`config.mk`:
```
export PLATFORM = sky130hd
export DESIGN_NAME = thor2023_dcache_fill
export DESIGN_NICKNAME = d
export VERILOG_FILES = /design/src/rtl/thor2023_dcache_fill.sv
export SDC_FILE = /design/constraint.sdc
export NUM_CORES = 1
export LEC_CHECK = 0
export BUFFER_PORTS_ARGS = -buffer_cell sky130_fd_sc_hd__buf_2
export CAP_MARGIN = 25
export CORE_AREA = 10 10 283 285
export DETAILED_ROUTE_END_ITERATION = 7
export DIE_AREA = 0 0 293 295
export PLACE_DENSITY_LB_ADDON = 0.25
export SLEW_MARGIN = 5
export SYNTH_ARGS = -nofsm -noshare
export SYNTH_HDL_FRONTEND = slang
export SYNTH_SLANG_ARGS = --single-unit
```
`constraint.sdc`:
```
create_clock -name clk -period 6.2 [get_ports clk]
set_clock_uncertainty 0.15 [all_clocks]
set_input_delay 0.31 -clock clk [delete_from_list [all_inputs] [get_ports clk]]
set_output_delay 0.31 -clock clk [all_outputs]
set_load 0.005 [all_outputs]
```
`src/rtl/thor2023_dcache_fill.sv`:
```
// Data-cache line-fill engine: fetches one line as BEATS linear bus beats, then strobes wr_dc once.
// Latency: miss accepted -> wr_dc in 1+BEATS cycles plus bus wait states; the bus side holds cyc until the last ack or err.
module thor2023_dcache_fill #(
    parameter int LINE_BYTES = 64,
    parameter int BUS_BYTES  = 16,
    parameter int ABITS      = 32
) (
    input  logic                    clk,
    input  logic                    rst,
    input  logic                    dce,
    input  logic                    miss,
    input  logic [ABITS-1:0]        miss_adr,
    output logic                    miss_ack,
    output logic                    cyc,
    output logic                    stb,
    output logic [ABITS-1:0]        adr,
    input  logic                    ack,
    input  logic                    err,
    input  logic [8*BUS_BYTES-1:0]  dat_i,
    output logic [8*LINE_BYTES-1:0] line,
    output logic [ABITS-1:0]        wadr,
    output logic                    wr_dc,
    output logic [1:0]              lfsr,
    output logic                    busy,
    output logic                    fill_err
);
    localparam int BEATS = LINE_BYTES / BUS_BYTES;
    localparam int BW    = (BEATS > 1) ? $clog2(BEATS) : 1;
    localparam int DW    = 8 * BUS_BYTES;

    localparam logic [1:0] ST_IDLE  = 2'd0;
    localparam logic [1:0] ST_FETCH = 2'd1;
    localparam logic [1:0] ST_WRITE = 2'd2;

    localparam logic [ABITS-1:0] LINE_MASK = ABITS'(LINE_BYTES - 1);
    localparam logic [BW-1:0]    LAST_BEAT = BW'(BEATS - 1);

    logic [1:0]    state;
    logic [BW-1:0] beat;
    logic [15:0]   lfsr_q;
    logic          fb;

    assign fb   = lfsr_q[15] ^ lfsr_q[13] ^ lfsr_q[12] ^ lfsr_q[10];
    assign lfsr = lfsr_q[1:0];
    assign stb  = cyc;
    assign busy = (state != ST_IDLE);

    always_ff @(posedge clk) begin
        if (!rst) begin
            state    <= ST_IDLE;
            beat     <= '0;
            cyc      <= 1'b0;
            miss_ack <= 1'b0;
            wr_dc    <= 1'b0;
            fill_err <= 1'b0;
            adr      <= '0;
            wadr     <= '0;
            line     <= '0;
            lfsr_q   <= 16'hACE1;
        end else begin
            miss_ack <= 1'b0;
            wr_dc    <= 1'b0;
            fill_err <= 1'b0;
            case (state)
                ST_IDLE: begin
                    if (miss && dce) begin
                        state    <= ST_FETCH;
                        wadr     <= miss_adr & ~LINE_MASK;
                        adr      <= miss_adr & ~LINE_MASK;
                        beat     <= '0;
                        cyc      <= 1'b1;
                        miss_ack <= 1'b1;
                    end
                end
                ST_FETCH: begin
                    // After an abort the bus is already released; spend one cycle here before IDLE.
                    if (!cyc) begin
                        state <= ST_IDLE;
                    end else if (err) begin
                        cyc      <= 1'b0;
                        fill_err <= 1'b1;
                    end else if (ack) begin
                        line[int'(beat)*DW +: DW] <= dat_i;
                        beat <= beat + 1'b1;
                        if (beat == LAST_BEAT) begin
                            cyc   <= 1'b0;
                            wr_dc <= 1'b1;
                            state <= ST_WRITE;
                        end else begin
                            adr <= adr + ABITS'(BUS_BYTES);
                        end
                    end
                end
                ST_WRITE: begin
                    state  <= ST_IDLE;
                    lfsr_q <= {lfsr_q[14:0], fb};
                end
                default: state <= ST_IDLE;
            endcase
        end
    end
endmodule

```
# Word-level counts from Yosys, hierarchy flattened
# Cells that the tools add are included.
[classes]
addsub = 3
n_eq_ne = 11
n_shift = 2
muxes = 27
bitwise_logic = 8
reduce_logical = 13
[op_table]
columns = ["operator", "count"]
rows = [
  ["512-bit bitwise mux", 1],
  ["128-bit by 33-bit variable shift with 512-bit output (first input constant)", 1],
  ["128-bit by 33-bit indexed part select with 512-bit output", 1],
  ["32-bit 2-to-1 mux", 5],
  ["32-bit case mux with 2 select lines", 1],
  ["9-bit negator with 33-bit output", 1],
  ["32-bit by 5-bit adder with 32-bit output (second input constant)", 1],
  ["2-bit 2-to-1 mux", 9],
  ["2-bit != test (second input constant)", 5],
  ["3-bit != test (second input constant)", 3],
  ["1-bit 2-to-1 mux", 8],
  ["2-bit case mux with 2 select lines", 2],
  ["4-bit AND reduction", 2],
  ["2-bit AND reduction", 3],
  ["6-bit AND reduction", 1],
  ["1-bit inverter", 5],
  ["5-bit AND reduction", 1],
  ["5-bit OR reduction", 1],
  ["2-bit == test (second input constant)", 2],
  ["2-bit nonzero test", 2],
  ["3-bit AND reduction", 1],
  ["1-bit XOR", 3],
  ["2-bit by 1-bit adder with 2-bit output (second input constant)", 1],
  ["2-bit by 1-bit == test with 1-bit output (second input constant)", 1],
  ["3 further kinds", 3],
]
[totals]
ff_bits = 594
input_bits = 166
output_inout_bits = 584
word_cells = 74

# Logic depth before layout (Yosys ltp)
[depth]
depth_word = 6
depth_mapped = 8
ltp_nobuf = 6

# Worst setup path before layout
# Ideal clock, no wire load.
[synth_timing]
kind = "reg2reg"
startpoint = "register beat[0]"
endpoint = "register line[108]"
setup_ns = 0.070
t_arrival_ns = 1.917
required_ns = 5.980
setup_slack_ns = 4.062
path_stages_with_launch = 8
n_path_buf = 2
period_less_slack_ns = 2.138
path_cell_list = "dfxtp_1 inv_1 ha_1 nor3b_1 clkbuf_1 clkbuf_1 nand3_1 a21oi_1"
[synth_between]
elab_chain_cells = 3
word_cells_on_any_way = 4
cone_classes = "1 x add/sub; 2 x shift; 1 x mux"
[synth_rtl]
columns = ["element", "line_no", "text"]
rows = [
  ["from (decl)", "39", "logic [BW-1:0] beat;"],
  ["from (signal assigned)", "84", "beat <= beat + 1'b1;"],
  ["9-bit negator with 33-bit output (*)", "83", "line[int'(beat)*DW +: DW] <= dat_i;"],
  ["128-bit by 33-bit indexed part select with 512-bit output / 128-bit by 33-bit variable shift with 512-bit output (equally long branches)", "83", ""],
  ["512-bit bitwise mux (*)", "83", ""],
  ["to (signal, indexed assignment)", "83", ""],
  ["to (decl)", "20", "output logic [8*LINE_BYTES-1:0] line,"],
]
# Mark *: on every way between the ends. The rest lies on a longest branch, timed or not.
# A chain may end at the register's enable or synchronous reset.

# Worst setup path in the final report
[layout_timing]
startpoint = "register state[1]"
endpoint = "register line[97]"
[layout_between]
elab_chain_cells = 2
[layout_rtl]
columns = ["element", "line_no", "text"]
rows = [
  ["from (decl)", "38", "logic [1:0] state;"],
  ["from (signal assigned)", "50", "state <= ST_IDLE;"],
  ["from (signal assigned)", "67", "state <= ST_FETCH;"],
  ["from (signal assigned)", "78", "state <= ST_IDLE;"],
  ["2-bit by 1-bit == test with 1-bit output", "64", "case (state)"],
  ["4-bit AND reduction (no line)", "n/a", ""],
]
# Every way passes these cells.

==> impl_results.md <==
* Status: finished, final reports clean
* Hpwl dp at 63.6 mm
* CP max FO at 62
* Number of port buffers at 733
* Mean post-synth cell area at 7.98 sq um
* N_diodes at 0
* Slew HR at 0.309
* Area after DPL at 26100 sq um
* Hold crit path type: primary input to register
* Cell count after synthesis at 2755
* CP Launch Point: state[1]
* Achievable frequency at 312 MHz
* DR DRC count at 0
* Die span in x at 293 um
* CTS tree: yes
* Antenna violations before repair at 0
* Crit path launch type: register
* Tcrit/Tclk final at 0.516
* Main synth FF type: dfxtp_1
* RSZ-0062 raised after global routing: false
* Worst Setup End Kind: register
* CORE AREA at 74200 sq um
* Pwr Density at 277 nW/um^2
* Worst R2R Start: state[1]
* End point of the critical path: line[97]
* Fin. max-slew vios at 0
* Clock Tree Buf Depth at 3
* Final min period at 3.20 ns
* Worst-case reg-to-reg path depth at 6
* Routed via count at 22862
* Total power at 8.33 mW
* Post-synth cell types at 53
* Routed wire length at 98.1 mm
* Post-synthesis register bit count at 590
* Initial core utilization at 0.296
* Layout area overhead at 36.6%
* Clock transition at path regs at 0.06 ns
* First-pass GRT wire length at 146 mm
* R2R setup slack at 3.00 ns
* Detailed-route vias per instance at 5.07
* Required @ worst endpoint at 6.55 ns
* Routed Antenna Nets at 0
* Io pins at 750
* Mapped Area at 22000 sq um
* WL per Instance at 21.8 um
* CP Data Arrival Time at 3.55 ns
* Crit Path Class: register to register
* Nets@finish at 3662
* Sink Count at 590
* Share of cells above drive strength 1 at 0.252
* Yosys warns at 0
* H-tree Lvls at 3
* Filler instances at 7702
* Total Neg Setup Slack at 0 ns
* Latest clock arrival within the worst-skew pair at 0.60 ns
* IR drop worst, VDD at 0.179 mV
* DR pass1 iterations at 5
* Root Buffer: clkbuf_16
* Gp weighted congestion at 0.838
* Cts bufs inserted at 68
* Post-synth EDFFs at 0
* Number of global-route vias before repair at 22384
* Post-layout util at 0.405
* Crit Reg-Reg Endpoint: line[97]
* Largest net degree at the start of global routing at 190
* Die Y at 295 um
* LEAKAGE at 12.2 nW
* Total global routing overflow at 0
* Sequential area share after synthesis at 0.537
* Worst-Margin Slew at 1.04 ns
* Non-filler cells, final at 4510
* Final Hold Viols at 0
* DRT iter0 DRCs at 1846
* Fraction of registers with async set/reset at 0
* Max_cap viols at 0
* GRT Overall Usage at 0.215
* Placed insts at 4228
* Die ar. at 86400 sq um
* Post-route cell area at 30000 sq um
* Num rows at 100
* Endpoints failing setup at 0
==> worst min path at each step <==
stage                      endpoint       from  cells after the start  slack, ns
after floorplan           lfsr_q[3]  lfsr_q[2]                      2       0.28
after global placement    line[206]  line[206]                      2       0.28
after detailed placement  line[102]  line[102]                      2       0.29
after global routing       miss_ack        dce                      3       0.23
final                      miss_ack        dce                      3       0.21
after CTS                  miss_ack        dce                      3       0.15
==> cell type report <==
class,count,area [sq um],area share
tap,969,1210,0.0404
timing repair buffer,923,5580,0.186
clock buffer,101,2010,0.0668
inverter,6,30.0,0.00100
clock inverter,21,290,0.00966
sequential,590,11800,0.393
multi-input combinational,1900,9110,0.303
==> metal layers <==
| metal | vias to the layer above | track usage | wire length, um |
|---|---|---|---|
| li1 | 10893 | - | - |
| met1 | 10861 | 0.262 | 39200 |
| met2 | 947 | 0.356 | 46700 |
| met3 | 161 | 0.0609 | 8640 |
| met4 | 0 | 0.0847 | 3550 |
| met5 | - | 0 | 0 |
==> report_power, final <==
group	switching, mW	leakage, nW	internal [mW]
sequential	0.0235	4.76	3.81
combinational	0.227	6.31	0.149
clock	1.68	1.12	2.43
==> synth_stat cells, drive strengths merged (6+ instances only) <==
library cell | n | area (sq um)
clkbuf | 179 | 674
nor2 | 23 | 88.8
a31oi | 7 | 43.8
nand2 | 627 | 2350
nand3 | 535 | 2680
nor3 | 10 | 55.1
nand4 | 8 | 56.3
inv | 6 | 22.5
a21boi | 7 | 52.6
o21ai | 16 | 80.1
and3 | 8 | 50.1
a21oi | 561 | 2810
ha | 7 | 87.6
and2 | 6 | 37.5
mux2i | 6 | 60.1
o211ai | 7 | 52.6
dfxtp | 590 | 11800
o22ai | 6 | 37.5
buf | 89 | 473
==> state kept, by name (all words and copies together), names as in the netlist <==
register / flops
adr: 28
beat: 2
cyc: 1
fill_err: 1
lfsr_q: 16
line: 512
miss_ack: 1
state: 2
wadr: 26
wr_dc: 1
==> through the flow <==
stage                     worst slack [ns]  hold slack, ns
after floorplan                       4.06           0.282
after global placement                2.88           0.285
after detailed placement              2.88           0.290
after CTS                             2.86           0.155
after global routing                  2.77           0.229
final                                 3.00           0.209
==> worst max-delay path, cell delays in order, from the launching register on <==
cell and delay (ns):
dfxtp_1 0.45, and4bb_2 0.34, and2_1 0.34, nand2_4 0.74, buf_4 0.74, nand2_1 0.13
a21oi_1 0.17
==> layout by cell type (no fill, tap or decap), drive strengths merged, types with 9 or more instances in the layout <==
master / instances
buf: 766
nand2: 627
dfxtp: 590
a21oi: 561
nand3: 535
dlygate4sd3: 157
clkbuf: 101
nor2: 23
o21ai: 16
inv: 11
conb: 10
nor3: 10
clkinv: 9
==> kinds of logic after synthesis <==
group                      synth area share
other                              0.000171
muxes                               0.00273
buffers and inverters                0.0532
DFF                                   0.537
xor gates and xnor gates            0.00120
adders and majority gates           0.00398
AOI/OAI and AO/OA                     0.151
and+or+nand+nor                       0.251
==> timing repair <==
| item | CTS | global route |
|---|---|---|
| endpoints found under the setup margin | 0 | 0 |
| hold endpoints to repair | 571 | 0 |
| hold buffers | 157 | 0 |
| resized for setup | 0 | 0 |
| setup buffers | 0 | 0 |
No activity file was read; power rests on OpenSTA's default activity.
